## config.mk

```make
export PLATFORM = sky130hd
export DESIGN_NAME = hex_scroll_ctrl
export DESIGN_NICKNAME = d
export VERILOG_FILES = /design/src/rtl/hex_disp_pkg.sv /design/src/rtl/scroll_tick_gen.sv /design/src/rtl/hex_scroll_ctrl.sv
export SDC_FILE = /design/constraint.sdc
export NUM_CORES = 1
export LEC_CHECK = 0
export CORE_MARGIN = 5
export CORE_UTILIZATION = 50
export CTS_BUF_LIST = sky130_fd_sc_hd__clkbuf_4
export CTS_CLUSTER_SIZE = 20
export DETAILED_ROUTE_END_ITERATION = 7
export GPL_TIMING_DRIVEN = 0
export PLACE_DENSITY = 0.74
export SLEW_MARGIN = 20
export SYNTH_ARGS = -nofsm -noshare
export SYNTH_HDL_FRONTEND = slang
export SYNTH_SLANG_ARGS = --single-unit
```

## constraint.sdc

```tcl
create_clock -name clk -period 8.1 [get_ports clk]
set_input_delay 1.62 -clock clk [delete_from_list [all_inputs] [get_ports clk]]
set_output_delay 1.62 -clock clk [all_outputs]
set_load 0.02 [all_outputs]
```

## src/rtl/hex_disp_pkg.sv

```systemverilog
// Shared types and helpers for the seven-segment scrolling display path.
package hex_disp_pkg;

  localparam int unsigned CODE_W = 4;
  localparam logic [CODE_W-1:0] BLANK_CODE = 4'hF;

  typedef enum logic [1:0] {
    IDLE = 2'd0,
    RUN  = 2'd1,
    HOLD = 2'd2
  } state_e;

  // (pos + ofs) mod len; valid for pos < len and ofs < len, no divider needed
  function automatic int unsigned mod_index(input int unsigned pos,
                                            input int unsigned ofs,
                                            input int unsigned len);
    int unsigned s;
    s = pos + ofs;
    return (s >= len) ? (s - len) : s;
  endfunction

endpackage

```

## src/rtl/scroll_tick_gen.sv

```systemverilog
// Programmable divider producing a one-cycle tick every TICK_DIV enabled cycles.
module scroll_tick_gen #(
  parameter int unsigned TICK_DIV = 50_000_000
) (
  input  logic clk,
  input  logic rst_n,
  input  logic en,
  input  logic clr,
  output logic tick_c
);

  localparam int unsigned CNT_W = (TICK_DIV > 1) ? $clog2(TICK_DIV) : 1;
  localparam logic [CNT_W-1:0] LAST = CNT_W'(TICK_DIV - 1);

  logic [CNT_W-1:0] cnt;

  assign tick_c = en && (cnt == LAST);

  // clr wins over en so a restart always begins a full period
  always_ff @(posedge clk or negedge rst_n) begin
    if (!rst_n) begin
      cnt <= '0;
    end else if (clr) begin
      cnt <= '0;
    end else if (en) begin
      cnt <= (cnt == LAST) ? '0 : cnt + CNT_W'(1);
    end
  end

endmodule

```

## src/rtl/hex_scroll_ctrl.sv

```systemverilog
// Scrolls a circular buffer of 4-bit character codes across NUM_DIGITS display digits.
module hex_scroll_ctrl
  import hex_disp_pkg::*;
#(
  parameter int unsigned NUM_DIGITS = 4,
  parameter int unsigned MSG_LEN    = 8,
  parameter int unsigned TICK_DIV   = 50_000_000
) (
  input  logic                         clk,
  input  logic                         rst_n,
  input  logic                         load,
  input  logic [CODE_W*MSG_LEN-1:0]    msg_in,
  input  logic                         start,
  input  logic                         stop,
  output logic                         busy,
  output logic                         wrap,
  output logic [CODE_W*NUM_DIGITS-1:0] digit_codes
);

  localparam int unsigned POS_W = (MSG_LEN > 1) ? $clog2(MSG_LEN) : 1;
  localparam logic [POS_W-1:0] LAST_POS = POS_W'(MSG_LEN - 1);

  state_e state, state_nxt;
  logic [MSG_LEN-1:0][CODE_W-1:0] buffer;
  logic [POS_W-1:0]               pos;
  logic tick_c, cnt_en_c, cnt_clr_c, capture_c, pos_clr_c;

  scroll_tick_gen #(.TICK_DIV(TICK_DIV)) u_tick (
    .clk    (clk),
    .rst_n  (rst_n),
    .en     (cnt_en_c),
    .clr    (cnt_clr_c),
    .tick_c (tick_c)
  );

  always_ff @(posedge clk or negedge rst_n) begin
    if (!rst_n) state <= IDLE;
    else        state <= state_nxt;
  end

  // stop outranks start in every state; IDLE keeps the divider cleared
  always_comb begin
    state_nxt = state;
    cnt_en_c  = 1'b0;
    cnt_clr_c = 1'b0;
    capture_c = 1'b0;
    pos_clr_c = 1'b0;
    unique case (state)
      IDLE: begin
        cnt_clr_c = 1'b1;
        capture_c = load;
        if (start && !stop) state_nxt = RUN;
      end
      RUN: begin
        cnt_en_c = 1'b1;
        if (stop) state_nxt = HOLD;
      end
      HOLD: begin
        if (stop) begin
          state_nxt = IDLE;
          cnt_clr_c = 1'b1;
          pos_clr_c = 1'b1;
        end else if (start) begin
          state_nxt = RUN;
        end
      end
      default: state_nxt = IDLE;
    endcase
  end

  always_ff @(posedge clk or negedge rst_n) begin
    if (!rst_n) begin
      buffer <= {MSG_LEN{BLANK_CODE}};
      pos    <= '0;
      busy   <= 1'b0;
      wrap   <= 1'b0;
    end else begin
      busy <= (state_nxt != IDLE);
      wrap <= tick_c && (pos == LAST_POS);
      if (capture_c) buffer <= msg_in;
      if (capture_c || pos_clr_c) pos <= '0;
      else if (tick_c)            pos <= (pos == LAST_POS) ? '0 : pos + POS_W'(1);
    end
  end

  // leftmost digit (i=0) occupies the top nibble
  always_comb begin
    digit_codes = '0;
    for (int unsigned i = 0; i < NUM_DIGITS; i++) begin
      digit_codes[CODE_W*(NUM_DIGITS-1-i) +: CODE_W] =
        buffer[POS_W'(mod_index(32'(pos), i, MSG_LEN))];
    end
  end

endmodule

```

Word level (Yosys, flattened, before mapping)

Index checks and enable logic that the tools add are counted.

Word-level logic and storage cells: 71
Output and inout port bits: 18
Bits in registers: 65
Input bits: 37

Mux-type cells: 28
Eq/ne operators: 4
Add/subtract/negate cells: 9
Magnitude comparators: 8
Reductions and logical operators: 9

Operators with widths:

| cell                    | number |
|---|---|
| $mux W26                | 3 |
| $bmux W4 S3             | 4 |
| $add A26 B1 Y26 const B | 1 |
| $eq A26 B26 Y1 const B  | 1 |
| $mux W3                 | 7 |
| $lt A3 B4 Y1 const B    | 4 |
| $mux W4                 | 4 |
| $ge A4 B4 Y1 const B    | 3 |
| $sub A3 B1 Y3 const B   | 4 |
| $add A3 B2 Y4 const B   | 2 |
| $mux W2                 | 4 |
| $pmux W2 S3             | 1 |
| $reduce_bool A2 Y1      | 3 |
| $add A3 B1 Y4 const B   | 1 |
| $ge A3 B4 Y1 const B    | 1 |
| $mux W1                 | 4 |
| $add A3 B1 Y3 const B   | 1 |
| $eq A3 B3 Y1 const B    | 1 |
| $logic_and A1 B1 Y1     | 3 |
| $eq A2 B1 Y1 const B    | 1 |
| $eq A2 B2 Y1 const B    | 1 |
| $logic_not A2 Y1        | 1 |
| $pmux W1 S2             | 1 |
| $logic_not A1 Y1        | 1 |
| $logic_or A1 B1 Y1      | 1 |

Longest topological paths before layout

Depth after elaboration: 5
Mapped depth: 7
Gate-level depth less buffers: 6

Hierarchy

Synthesis repeated with hierarchy kept, for this count alone.

Cells, all modules: 324
Area, all modules: 3998.8 um^2

Modules (own cells, without submodules):

| module          | area each (um^2) | instances | sequential area each (um^2) | cells each |
|---|---|---|---|---|
| hex_scroll_ctrl | 2447.3           | 1         | 1016.0                      | 151 |
| scroll_tick_gen | 1551.5           | 1         | 650.6                       | 173 |

Worst setup path before layout

Ideal clock, no wire load.

Kind: register -> output
Start: register pos[0]
End: output digit_codes[0]
Buffers on the path: 2
Slack: 4.151 ns
Cell stages (with the launch flop): 7
Arrival: 2.329 ns
Data required time: 6.480 ns
Path through: dfrtp_1 -> buf_1 -> buf_2 -> inv_1 -> ha_1 -> xor2_1 -> mux4_2

Longest elaborated chain between the ends: 5
Elaborated cells between the ends (all ways): 6
Those cells by class: add/sub: 2; order compare: 1; mux: 3

RTL lines:

| what                                                 | line                  | text |
|---|---|---|
| start: declaration                                   | hex_scroll_ctrl.sv:25 | `logic [POS_W-1:0] pos;` |
| start signal: assignment                             | hex_scroll_ctrl.sv:82 | `else if (tick_c) pos <= (pos == LAST_POS) ? '0 : pos + POS_W'(1);` |
| $add A3 B2 Y4 (*)                                    | hex_disp_pkg.sv:18    | `s = pos + ofs;` |
| $ge A4 B4 Y1 / $sub A3 B1 Y3 (equally long branches) | hex_disp_pkg.sv:19    | `return (s >= len) ? (s - len) : s;` |
| $mux W3 (*)                                          | hex_disp_pkg.sv:19    |  |
| $bmux W4 S3 (*)                                      | hex_scroll_ctrl.sv:91 | `buffer[POS_W'(mod_index(32'(pos), i, MSG_LEN))];` |
| $mux W4 (not written as such) (*)                    | hex_scroll_ctrl.sv:91 |  |
| end: declaration                                     | hex_scroll_ctrl.sv:17 | `output logic [CODE_W*NUM_DIGITS-1:0] digit_codes` |

Every way passes the cells marked *; elsewhere a longest branch is shown, timed or not. The select of a mux whose other input is x is not followed.

Worst setup path in the final report

Same ends and word-level chain as after synthesis.

==> reports/metrics.yaml <==
hold_path:
  hp-class: "reg -> reg"
  hp-start: "u_tick.cnt[23]"
clock_tree:
  cts_setup_buffers: 0
  cts.sinks: 65
  clock-root-buffer: "clkbuf_4"
  h-tree-depth: 3
  clock_path_buffers: 2
  cts-resized-gates: 0
  hold_buffers: 0
  clkTransAtPathRegs_ns: 0.11
  clock_latency_ns: 0.41
  cts_tree: "yes"
  numCtsBuffers: 9
final_layout:
  syn2layout_area_growth_pct: 22.3
  layout-drive-gt1-share: 0.311
  fill_cells: 617
  design_area_um2: 4580
  nNetsFinal: 442
  diodes: 0
  multi_input_comb_area_um2: 1980
  regArea_um2: 1670
setup_path:
  critPathMaxStageDelay_ns: 0.61
  cp_max_fo: 10
  end_kind: "output port"
  cp-startpoint: "pos[0]"
  crit_buf_inv: 4
  arrival_ns: 3.70
  cp_cell_sequence: "buf_1 -> buf_2 -> inv_1 -> ha_1 -> xor2_1 -> mux4_2 -> clkdlybuf4s50_1"
  critPathSlowestCell: "mux4_2"
  start_kind: "flop"
  required_ns: 6.48
  cp_top_family: "buffers and inverters"
  worstSetupPathType: "reg -> out"
  rr_startpoint: "pos[0]"
synth:
  syn_area_um2: 3750
  yosys.area_share.simple: 0.161
  synthMuxAreaShare: 0.254
  synth_edf_count: 0
  syn_avg_cell_area_um2: 11.2
  async_reset_ff_frac: 1.00
  yosysMostFrequentCell: "mux2_2"
  synth_common_cells: "mux2_2, dfrtp_1, dfstp_2, nand2_1, nor2_1"
  synth_ff_type: "dfrtp_1"
  synth.distinct_cells: 45
  seq_area_frac_synth: 0.445
  synth_warnings: 0
  ys_seq_elements: 65
  synth.largest_area_cell: "dfstp_2"
  synthCells: 334
  synth_area_leaders: "dfstp_2, dfrtp_1, mux2_2"
  synth_top_area_share: 0.224
  synth_adder_area_share: 0.0167
  synth_compound_area_frac: 0.0625
  synth_top_family_by_area: "multiplexers"
  synth_nets: 376
  synth-xor-area-share: 0.0351
power:
  p_per_area_nw_per_um2: 192
  p_switching_uw: 242
  power.leakage_uw: 0.00168
  irDropWorstVdd_uv: 115
  swShare: 0.275
  p_int_uw: 638
  p_clk_frac: 0.278
  comb_power_share: 0.247
  p_seq_frac: 0.475
detailed_routing:
  viasPerCell: 5.84
  totalWireLength_um: 9050
  postRouteAntennaNets: 0
  post_drt_wl_per_cell_um: 17.9
  route.vias.total: 2945
  drt_iter0_drc: 180
  drc: 0
  drt_pass1_iterations: 4
sta:
  rsz0062_at_grt: "false"
  fin_skew_ns: 0.0138
  worstMarginPinSlew_ns: 0.702
  tns_ns: 0
  setup-violations-final: 0
  slew_viol_final: 0
  slew_headroom: 0.531
  fmax_ghz: 0.188
  fin_crit_sh: 0.657
  finalHoldViolCount: 0
  min_period_ns: 5.32
job:
  cap_viol_max_count: 0
floorplan:
  die_w_um: 96.6
  dieArea_um2: 9320
  die_h_um: 96.6
  rows: 31
  core_um2: 7290
  io_pins: 55
  initial_core_util: 0.514
status:
  status: "finished clean"
grt:
  overflow: 0
  grt_pass1_wl_um: 15100
  grt_usage: 0.214
  grt_pass1_vias: 3019
  antenna_found_initial: 0
  grt_max_degree: 36
placed_design:
  port_buffers: 54
  placedInstanceArea_um2: 4430
  place.gp.congestion: 0.877
  dp_hpwl_um: 6790
## worst paths after layout
| kind | cells after the start | end | slack, ns |
|---|---|---|---|
| worst min-delay path | 1 | u_tick.cnt[23] | 0.49 |
| min in group asynchronous | 1 | u_tick.cnt[6] | 1.14 |
| worst max-delay path | 7 | digit_codes[0] | 2.78 |
| max in group asynchronous | 2 | buffer[28] | 6.39 |
| worst max register to register | 7 | pos[1] | 5.73 |
| worst min register to register | 1 | u_tick.cnt[23] | 0.49 |
## registers in the layout (all words and copies together) (netlist names)
register and flops:
buffer 32, u_tick.cnt 26, wrap 1, pos 3, busy 1, state 2
## per-layer routing
layer / part of all wire / track usage
met1: 0.44 / 0.284
met3: 0.057 / 0.0318
met5: 0 / 0
met2: 0.48 / 0.355
met4: 0.024 / 0.0829
## power by group through the flow
stage | clock network, µW | logic, µW | registers, µW
5_1_grt | 269 | 234 | 425
4_1_cts | 251 | 219 | 418
3_3_place_gp | 0 | 212 | 420
6_report | 244 | 218 | 418
3_5_place_dp | 0 | 218 | 424
2_1_floorplan | 0 | 135 | 412
## stage by stage
stage / instances / power (µW) / utilization / setup WS [ns] / hold slack, ns
finish: 504 / 880 / 0.628 / 2.78 / 0.494
global route: 504 / 928 / 0.628 / 2.53 / 0.539
CTS: 504 / 888 / 0.628 / 2.75 / 0.491
detailed placement: 488 / 642 / 0.607 / 3.21 / 0.478
global placement: 487 / 632 / 0.605 / 3.20 / 0.475
floorplan: 334 / 546 / - / 4.15 / 0.442
## cell usage in the layout, fill, tap and decap left out, drive strengths merged, types with 4 or more instances in the layout
cell	instances
mux2	57
clkdlybuf4s50	53
dfrtp	33
dfstp	32
nand2	27
nor2	24
clkbuf	19
a21oi	14
o21ai	13
mux4	12
nand4	11
nand3	10
a31oi	10
nand2b	9
buf	9
xor2	8
nor3	8
xnor2	7
inv	6
ha	5
clkinv	4
mux2i	4
nor4	4
## area by class of cell
class                   instances  share of cell area
well taps                      99              0.0270
clock buffers                  11              0.0180
multi-input cells             247               0.433
flip-flops and latches         65               0.364
repair buffers                 55               0.122
clock inverters                 5              0.0156
inverters                       7             0.00573
plain buffers                  15              0.0150
## cell families (layout without fill, tap and decap cells)
family / count (synthesis) / after routing
mux: 73 / 73
fa+ha+maj: 5 / 5
flops: 65 / 65
xor+xnor: 15 / 15
simple gates: 113 / 113
compound gates: 41 / 41
buf+inv: 22 / 93
No activity file was read; power rests on OpenSTA's default activity.
